--- config.mk ---
export PLATFORM = sky130hd
export DESIGN_NAME = red_pitaya_pll_drp_ctrl
export DESIGN_NICKNAME = d
export VERILOG_FILES = /design/src/rtl/red_pitaya_pll_drp_pkg.sv /design/src/rtl/red_pitaya_drp_rmw.sv /design/src/rtl/red_pitaya_pll_drp_ctrl.sv
export SDC_FILE = /design/constraint.sdc
export NUM_CORES = 1
export LEC_CHECK = 0
export ABC_AREA = 0
export BUFFER_PORTS_ARGS = -buffer_cell sky130_fd_sc_hd__buf_2
export CORE_MARGIN = 2
export CORE_UTILIZATION = 59
export CTS_CLUSTER_SIZE = 14
export DETAILED_ROUTE_END_ITERATION = 8
export GPL_TIMING_DRIVEN = 0
export PLACE_DENSITY = 0.95
export SYNTH_ARGS = -nofsm -noshare
export SYNTH_HDL_FRONTEND = slang
export SYNTH_SLANG_ARGS = --single-unit
--- constraint.sdc ---
create_clock -name clk -period 5.05 [get_ports clk]
set_input_delay 0 -clock clk [delete_from_list [all_inputs] [get_ports clk]]
set_output_delay 0 -clock clk [all_outputs]
set_load 0.05 [all_outputs]
--- src/rtl/red_pitaya_pll_drp_pkg.sv ---
// PLLE2_ADV DRP reconfiguration: shared types, register map, merge helper.
// Used by red_pitaya_pll_drp_ctrl and red_pitaya_drp_rmw.
package red_pitaya_pll_drp_pkg;

  typedef enum logic [2:0] {
    S_IDLE,
    S_RST_HOLD,
    S_RMW,
    S_ACCEPT,
    S_LOCK_WAIT,
    S_FLUSH
  } ctrl_state_t;

  typedef enum logic [2:0] {
    R_IDLE,
    R_READ,
    R_READ_WAIT,
    R_WRITE,
    R_WRITE_WAIT
  } rmw_state_t;

  typedef struct packed {
    logic [6:0]  addr;
    logic [15:0] data;
    logic [15:0] mask;
    logic        last;
  } drp_word_t;

  localparam logic [6:0] ADDR_CLKOUT0_REG1  = 7'h08;
  localparam logic [6:0] ADDR_CLKOUT0_REG2  = 7'h09;
  localparam logic [6:0] ADDR_CLKOUT1_REG1  = 7'h0A;
  localparam logic [6:0] ADDR_CLKOUT1_REG2  = 7'h0B;
  localparam logic [6:0] ADDR_CLKOUT2_REG1  = 7'h0C;
  localparam logic [6:0] ADDR_CLKOUT2_REG2  = 7'h0D;
  localparam logic [6:0] ADDR_CLKOUT3_REG1  = 7'h0E;
  localparam logic [6:0] ADDR_CLKOUT3_REG2  = 7'h0F;
  localparam logic [6:0] ADDR_CLKOUT4_REG1  = 7'h10;
  localparam logic [6:0] ADDR_CLKOUT4_REG2  = 7'h11;
  localparam logic [6:0] ADDR_CLKOUT5_REG1  = 7'h12;
  localparam logic [6:0] ADDR_CLKOUT5_REG2  = 7'h13;
  localparam logic [6:0] ADDR_CLKFBOUT_REG1 = 7'h14;
  localparam logic [6:0] ADDR_CLKFBOUT_REG2 = 7'h15;
  localparam logic [6:0] ADDR_DIVCLK        = 7'h16;
  localparam logic [6:0] ADDR_LOCK_REG1     = 7'h18;
  localparam logic [6:0] ADDR_LOCK_REG2     = 7'h19;
  localparam logic [6:0] ADDR_LOCK_REG3     = 7'h1A;
  localparam logic [6:0] ADDR_POWER         = 7'h28;
  localparam logic [6:0] ADDR_FILT_REG1     = 7'h4E;
  localparam logic [6:0] ADDR_FILT_REG2     = 7'h4F;

  // mask bit 1 keeps the current register bit
  function automatic logic [15:0] drp_merge(
    input logic [15:0] cur,
    input logic [15:0] data,
    input logic [15:0] mask
  );
    return (cur & mask) | (data & ~mask);
  endfunction

endpackage

--- src/rtl/red_pitaya_drp_rmw.sv ---
// Single-register DRP read/merge/write engine with DRDY timeout.
// Ports: start/addr/data/mask in, done/timeout pulses out, DRP port.
module red_pitaya_drp_rmw
  import red_pitaya_pll_drp_pkg::*;
#(
  parameter int DRDY_TIMEOUT = 64
) (
  input  logic        clk,
  input  logic        rstn,
  input  logic        start,
  input  logic [6:0]  addr,
  input  logic [15:0] data,
  input  logic [15:0] mask,
  output logic        done,
  output logic        timeout,
  output logic [6:0]  drp_daddr,
  output logic        drp_den,
  output logic        drp_dwe,
  output logic [15:0] drp_di,
  input  logic [15:0] drp_do,
  input  logic        drp_drdy
);

  localparam int CW = $clog2(DRDY_TIMEOUT + 1);
  localparam logic [CW-1:0] CMAX = CW'(DRDY_TIMEOUT);
  localparam logic [CW-1:0] CEND = CW'(DRDY_TIMEOUT - 1);

  rmw_state_t    st, st_nxt;
  logic [CW-1:0] cnt, cnt_nxt;
  logic [15:0]   di_q, di_nxt;

  always_ff @(posedge clk or negedge rstn) begin
    if (!rstn) begin
      st   <= R_IDLE;
      cnt  <= '0;
      di_q <= '0;
    end else begin
      st   <= st_nxt;
      cnt  <= cnt_nxt;
      di_q <= di_nxt;
    end
  end

  assign drp_di = di_q;

  always_comb begin
    st_nxt    = st;
    cnt_nxt   = cnt;
    di_nxt    = di_q;
    done      = 1'b0;
    timeout   = 1'b0;
    drp_den   = 1'b0;
    drp_dwe   = 1'b0;
    drp_daddr = '0;
    unique case (st)
      R_IDLE: begin
        if (start) st_nxt = R_READ;
      end
      R_READ: begin
        drp_den   = 1'b1;
        drp_daddr = addr;
        cnt_nxt   = '0;
        st_nxt    = R_READ_WAIT;
      end
      R_READ_WAIT: begin
        if (drp_drdy) begin
          di_nxt = drp_merge(drp_do, data, mask);
          st_nxt = R_WRITE;
        end else if (cnt == CEND) begin
          timeout = 1'b1;
          st_nxt  = R_IDLE;
        end else begin
          cnt_nxt = (cnt == CMAX) ? cnt : cnt + 1'b1;
        end
      end
      R_WRITE: begin
        drp_den   = 1'b1;
        drp_dwe   = 1'b1;
        drp_daddr = addr;
        cnt_nxt   = '0;
        st_nxt    = R_WRITE_WAIT;
      end
      R_WRITE_WAIT: begin
        if (drp_drdy) begin
          done   = 1'b1;
          st_nxt = R_IDLE;
        end else if (cnt == CEND) begin
          timeout = 1'b1;
          st_nxt  = R_IDLE;
        end else begin
          cnt_nxt = (cnt == CMAX) ? cnt : cnt + 1'b1;
        end
      end
      default: st_nxt = R_IDLE;
    endcase
  end

endmodule

--- src/rtl/red_pitaya_pll_drp_ctrl.sv ---
// PLLE2_ADV DRP burst sequencer: PLL reset hold, masked RMW, lock wait.
// Ports: host wr_* handshake, busy/done/err_*, DRP port, pll_rst/pll_locked.
module red_pitaya_pll_drp_ctrl
  import red_pitaya_pll_drp_pkg::*;
#(
  parameter int RST_HOLD     = 8,
  parameter int DRDY_TIMEOUT = 64,
  parameter int LOCK_TIMEOUT = 65536
) (
  input  logic        clk,
  input  logic        rstn,
  input  logic        wr_valid,
  output logic        wr_ready,
  input  logic [6:0]  wr_addr,
  input  logic [15:0] wr_data,
  input  logic [15:0] wr_mask,
  input  logic        wr_last,
  output logic        busy,
  output logic        done,
  output logic        err_drdy,
  output logic        err_lock,
  output logic [6:0]  drp_daddr,
  output logic        drp_den,
  output logic        drp_dwe,
  output logic [15:0] drp_di,
  input  logic [15:0] drp_do,
  input  logic        drp_drdy,
  output logic        pll_rst,
  input  logic        pll_locked
);

  localparam int HW = $clog2(RST_HOLD + 1);
  localparam int LW = $clog2(LOCK_TIMEOUT + 1);
  localparam logic [HW-1:0] HEND = HW'(RST_HOLD - 1);
  localparam logic [LW-1:0] LEND = LW'(LOCK_TIMEOUT - 1);
  localparam logic [LW-1:0] LMAX = LW'(LOCK_TIMEOUT);

  ctrl_state_t   st, st_nxt;
  drp_word_t     wrd, wrd_nxt;
  logic [HW-1:0] hcnt, hcnt_nxt;
  logic [LW-1:0] lcnt, lcnt_nxt;
  logic          pll_rst_nxt, busy_nxt, done_nxt;
  logic          err_drdy_nxt, err_lock_nxt;
  logic          live, acc;
  logic          rmw_start, rmw_done, rmw_to;

  // keeps wr_ready low until the first clock after reset
  always_ff @(posedge clk or negedge rstn) begin
    if (!rstn) live <= 1'b0;
    else       live <= 1'b1;
  end

  assign wr_ready = live & ((st == S_IDLE) |
                            (st == S_ACCEPT) |
                            (st == S_FLUSH));
  assign acc = wr_valid & wr_ready;

  always_ff @(posedge clk or negedge rstn) begin
    if (!rstn) begin
      st       <= S_IDLE;
      wrd      <= '0;
      hcnt     <= '0;
      lcnt     <= '0;
      pll_rst  <= 1'b0;
      busy     <= 1'b0;
      done     <= 1'b0;
      err_drdy <= 1'b0;
      err_lock <= 1'b0;
    end else begin
      st       <= st_nxt;
      wrd      <= wrd_nxt;
      hcnt     <= hcnt_nxt;
      lcnt     <= lcnt_nxt;
      pll_rst  <= pll_rst_nxt;
      busy     <= busy_nxt;
      done     <= done_nxt;
      err_drdy <= err_drdy_nxt;
      err_lock <= err_lock_nxt;
    end
  end

  always_comb begin
    st_nxt       = st;
    wrd_nxt      = wrd;
    hcnt_nxt     = hcnt;
    lcnt_nxt     = lcnt;
    pll_rst_nxt  = pll_rst;
    busy_nxt     = busy;
    done_nxt     = 1'b0;
    err_drdy_nxt = err_drdy;
    err_lock_nxt = err_lock;
    rmw_start    = 1'b0;
    unique case (st)
      S_IDLE: begin
        if (acc) begin
          wrd_nxt      = drp_word_t'{wr_addr, wr_data,
                                     wr_mask, wr_last};
          err_drdy_nxt = 1'b0;
          err_lock_nxt = 1'b0;
          busy_nxt     = 1'b1;
          pll_rst_nxt  = 1'b1;
          hcnt_nxt     = '0;
          st_nxt       = S_RST_HOLD;
        end
      end
      S_RST_HOLD: begin
        if (hcnt == HEND) begin
          rmw_start = 1'b1;
          st_nxt    = S_RMW;
        end else begin
          hcnt_nxt = hcnt + 1'b1;
        end
      end
      S_RMW: begin
        if (rmw_done) begin
          if (wrd.last) begin
            pll_rst_nxt = 1'b0;
            lcnt_nxt    = '0;
            st_nxt      = S_LOCK_WAIT;
          end else begin
            st_nxt = S_ACCEPT;
          end
        end else if (rmw_to) begin
          err_drdy_nxt = 1'b1;
          pll_rst_nxt  = 1'b0;
          lcnt_nxt     = '0;
          st_nxt       = wrd.last ? S_LOCK_WAIT : S_FLUSH;
        end
      end
      S_ACCEPT: begin
        if (acc) begin
          wrd_nxt   = drp_word_t'{wr_addr, wr_data,
                                  wr_mask, wr_last};
          rmw_start = 1'b1;
          st_nxt    = S_RMW;
        end
      end
      S_FLUSH: begin
        if (acc && wr_last) begin
          lcnt_nxt = '0;
          st_nxt   = S_LOCK_WAIT;
        end
      end
      S_LOCK_WAIT: begin
        if (pll_locked) begin
          done_nxt = 1'b1;
          busy_nxt = 1'b0;
          st_nxt   = S_IDLE;
        end else if (lcnt == LEND) begin
          err_lock_nxt = 1'b1;
          done_nxt     = 1'b1;
          busy_nxt     = 1'b0;
          st_nxt       = S_IDLE;
        end else begin
          lcnt_nxt = (lcnt == LMAX) ? lcnt : lcnt + 1'b1;
        end
      end
      default: st_nxt = S_IDLE;
    endcase
  end

  red_pitaya_drp_rmw #(
    .DRDY_TIMEOUT(DRDY_TIMEOUT)
  ) u_rmw (
    .clk      (clk),
    .rstn     (rstn),
    .start    (rmw_start),
    .addr     (wrd.addr),
    .data     (wrd.data),
    .mask     (wrd.mask),
    .done     (rmw_done),
    .timeout  (rmw_to),
    .drp_daddr(drp_daddr),
    .drp_den  (drp_den),
    .drp_dwe  (drp_dwe),
    .drp_di   (drp_di),
    .drp_do   (drp_do),
    .drp_drdy (drp_drdy)
  );

endmodule

==> metrics <==
Max Fclk=0.353 GHz; Data arrival, critical path=3090 ps; launching instance or port of the critical path=lcnt[1]; GP Congestion=between 0.9 and 1; Avg Vias per Cell=5.80; antenna violations before repair=0; relative slew slack=slightly below 60%; met1 track demand over resource=between 30% and 40%; detailed placement HPWL=7520 µm; Mapped Cells=~420; setup skew after layout=24.5 ps; instance area after placement=about 5300 µm²; post-CTS sizing=0; net count of the mapped netlist=~480; Root Driver=clkbuf_8; most repeated cell in the gate-level netlist after synthesis=dfrtp_1; number of maximum-capacitance violations=0; dominant synthesized flop cell=dfrtp_1; number of global-route vias before repair=around 4300; count of hold buffers inserted by post-cts repair=58; filler instances=about 470; GR Overflow Total=0; IR drop worst, VDD=a little under 300 µV; largest driver fanout on the critical path=8; Routed wire per std cell=18.1 µm; maximum level of the CTS H-tree=3; Worst Hold Launch=drp_drdy; Inserted Clock Buffers=9; final count of hold timing violations=0; top cells by area in the synthesized netlist=dfrtp_1 (52%), mux2_2 (10%), mux2i_1 (3.7%); setup_tns=0 ps; Final Slew Violations=0; I/O pin cnt=92; maximum number of pins on one net before global-route repair=62; Period Utilization, post-route=between 50% and 60%; die area=8620 µm²; number of enable flip-flop cells after synthesis=0; type of the worst setup path=reg -> reg; Port Buffers=between 90 and 100; clock latency at the later pin of the worst-skew pair=~370 ps; leakage power total=2.81 nW; total power per unit cell area=between 500 and 600 nW/µm²; layout overhead on the synthesized area=29.9%; First DRT Iteration DRCs=160; commonest cells in the netlist=dfrtp_1 (96), mux2_2 (43), nor2_1 (40), a21oi_1 (23), nand2_1 (22); wire length of the first global-routing pass=20100 µm; number of setup buffers added after CTS=0; Critical Path Start Type=flop; asr flop ratio synth=100%; global routing's busiest layer=met2; vertical die dimension=92.9 µm; number of distinct library cell variants in the gate-level netlist after synthesis=57; area used by multi-input combinational logic=2120 µm²; kind of end point of the critical path=flop; run status=finished, final reports clean; fraction of layout cells with a size suffix above 1=30.8%; Yosys warnings=0; Vias=~4000; met2 global-route usage=between 50% and 60%; WP data required=roughly 5300 ps; unrepaired setup endpoints after global routing=false; average size of a mapped cell=between 10 and 15 µm²; post-detailed-routing wire length=around 12000 µm; row count=32; DR DRC count=0; CTS tree=done; number of nets with antenna violations after routing=0; number of nets in the final layout=roughly 640; #FFs+latches synth=96; final critical delay including setup and external delays=roughly 2800 ps; transition time at the pin with the least slew margin=around 600 ps; min-delay worst type=in -> reg; placeable core region=around 7700 µm²; leading area contributor after synthesis=dfrtp_1; design area=around 6100 µm²; mapped cell area=about 4700 µm²; Reg clk slew, reported paths=100 ps; number of diodes added for antenna fixing=0; Finish-stage setup viols=0; portion of the post-synthesis area used by sequential elements=approximately 52%; sequential standard cell area=2400 µm²; Pre-antenna DRT Iters=5; post-synth top area share=51.6%; overall die width=between 90 and 100 µm; starting density of the core=roughly 61%; clock tree buffer depth=2; met3 usage=roughly 4.5%; launching point of the worst reg2reg path=lcnt[1]; clock net sink count=96; overall fraction of global-route tracks in use=between 30% and 40%
-- sequential cells by signal (all words and copies together), names as in the netlist, 3 cells and up --
register	cells
st	3
wrd	40
u_rmw.st	3
u_rmw.drp_di	16
lcnt	17
hcnt	4
u_rmw.cnt	7
-- cells by family after synthesis --
logic type | synth area share (%)
adder cells (fa/ha/maj) | 1.61
AO/OA/AOI/OAI | 12.2
multiplexers | 14.0
flip-flops | 51.6
AND/OR/NAND/NOR | 16.4
other | 0.0805
XOR/XNOR | 1.13
buffers and inverters | 2.90
-- power by group --
part | total (mW) | internal (mW) | switching, mW
combinational | 1.55 | 0.602 | 0.952
clock | 0.518 | 0.234 | 0.283
sequential | 1.28 | 1.06 | 0.222
-- final timing paths --
check                          endpoint  slack, ps  depth (start not counted)
hold reg to reg                err_lock        510                          2
setup reg to reg               lcnt[16]       2210                         11
setup / recovery               lcnt[16]       2210                         11
max in group asynchronous       wrd[26]       4260                          3
min in group asynchronous  u_rmw.cnt[0]        140                          2
hold / removal              u_rmw.st[2]         50                          3
-- routing by layer --
layer,routed length (µm),vias up
met4,429,0
met5,0,-
met2,6730,157
li1,-,1820
met1,4670,1954
met3,529,38
-- cell type report --
cell class / instances / share of cell area, %
clock buffers: 9 / 2.05
inverters: 11 / 0.682
multi-input cells: 291 / 35.0
clock inverters: 7 / 1.28
repair buffers: 150 / 17.6
well taps: 102 / 2.11
flip-flops and latches: 96 / 39.7
plain buffers: 18 / 1.55
-- per-stage QoR --
step / power [mW] / hold WS, ps / setup slack [ps] / utilization, % / cells
final: 3.35 / 53.4 / 2210 / 78.7 / 684
after global routing: 3.53 / 57.0 / 1930 / 78.7 / 684
after CTS: 3.30 / 36.9 / 2230 / 78.7 / 684
after detailed placement: 2.75 / -2.79 / 2320 / 68.6 / 610
after global placement: 2.65 / 232 / 2370 / 68.2 / 609
after floorplan: 2.37 / -296 / 2700 / - / 416
-- placed cells by master (no fill, tap or decap), types with 6 or more instances in the layout --
cell | netlist | layout
buf_2 | 6 | 96
dfrtp_1 | 96 | 96
dlygate4sd3_1 | 0 | 58
mux2_2 | 43 | 43
nor2_1 | 40 | 40
a21oi_1 | 23 | 23
nand2_1 | 22 | 22
mux2i_1 | 17 | 17
nand3_1 | 13 | 13
inv_1 | 11 | 11
o21ai_0 | 11 | 11
and2_1 | 10 | 10
nor3_1 | 9 | 9
o22a_1 | 9 | 9
clkbuf_8 | 0 | 9
clkbuf_1 | 8 | 8
nor4_1 | 8 | 8
nand4_1 | 7 | 7
ha_1 | 6 | 6
-- critical path, stage by stage, from the launching register on --
cell and delay (ps):
dfrtp_1 410, ha_1 210, nand3_1 160, nor2_1 320
nand4_1 210, nor2_1 150, ha_1 170, nor2_1 70
o21ai_0 230, o2bb2ai_2 200, nand3b_4 250, mux2_2 340
(Power assumes the default switching activity.)
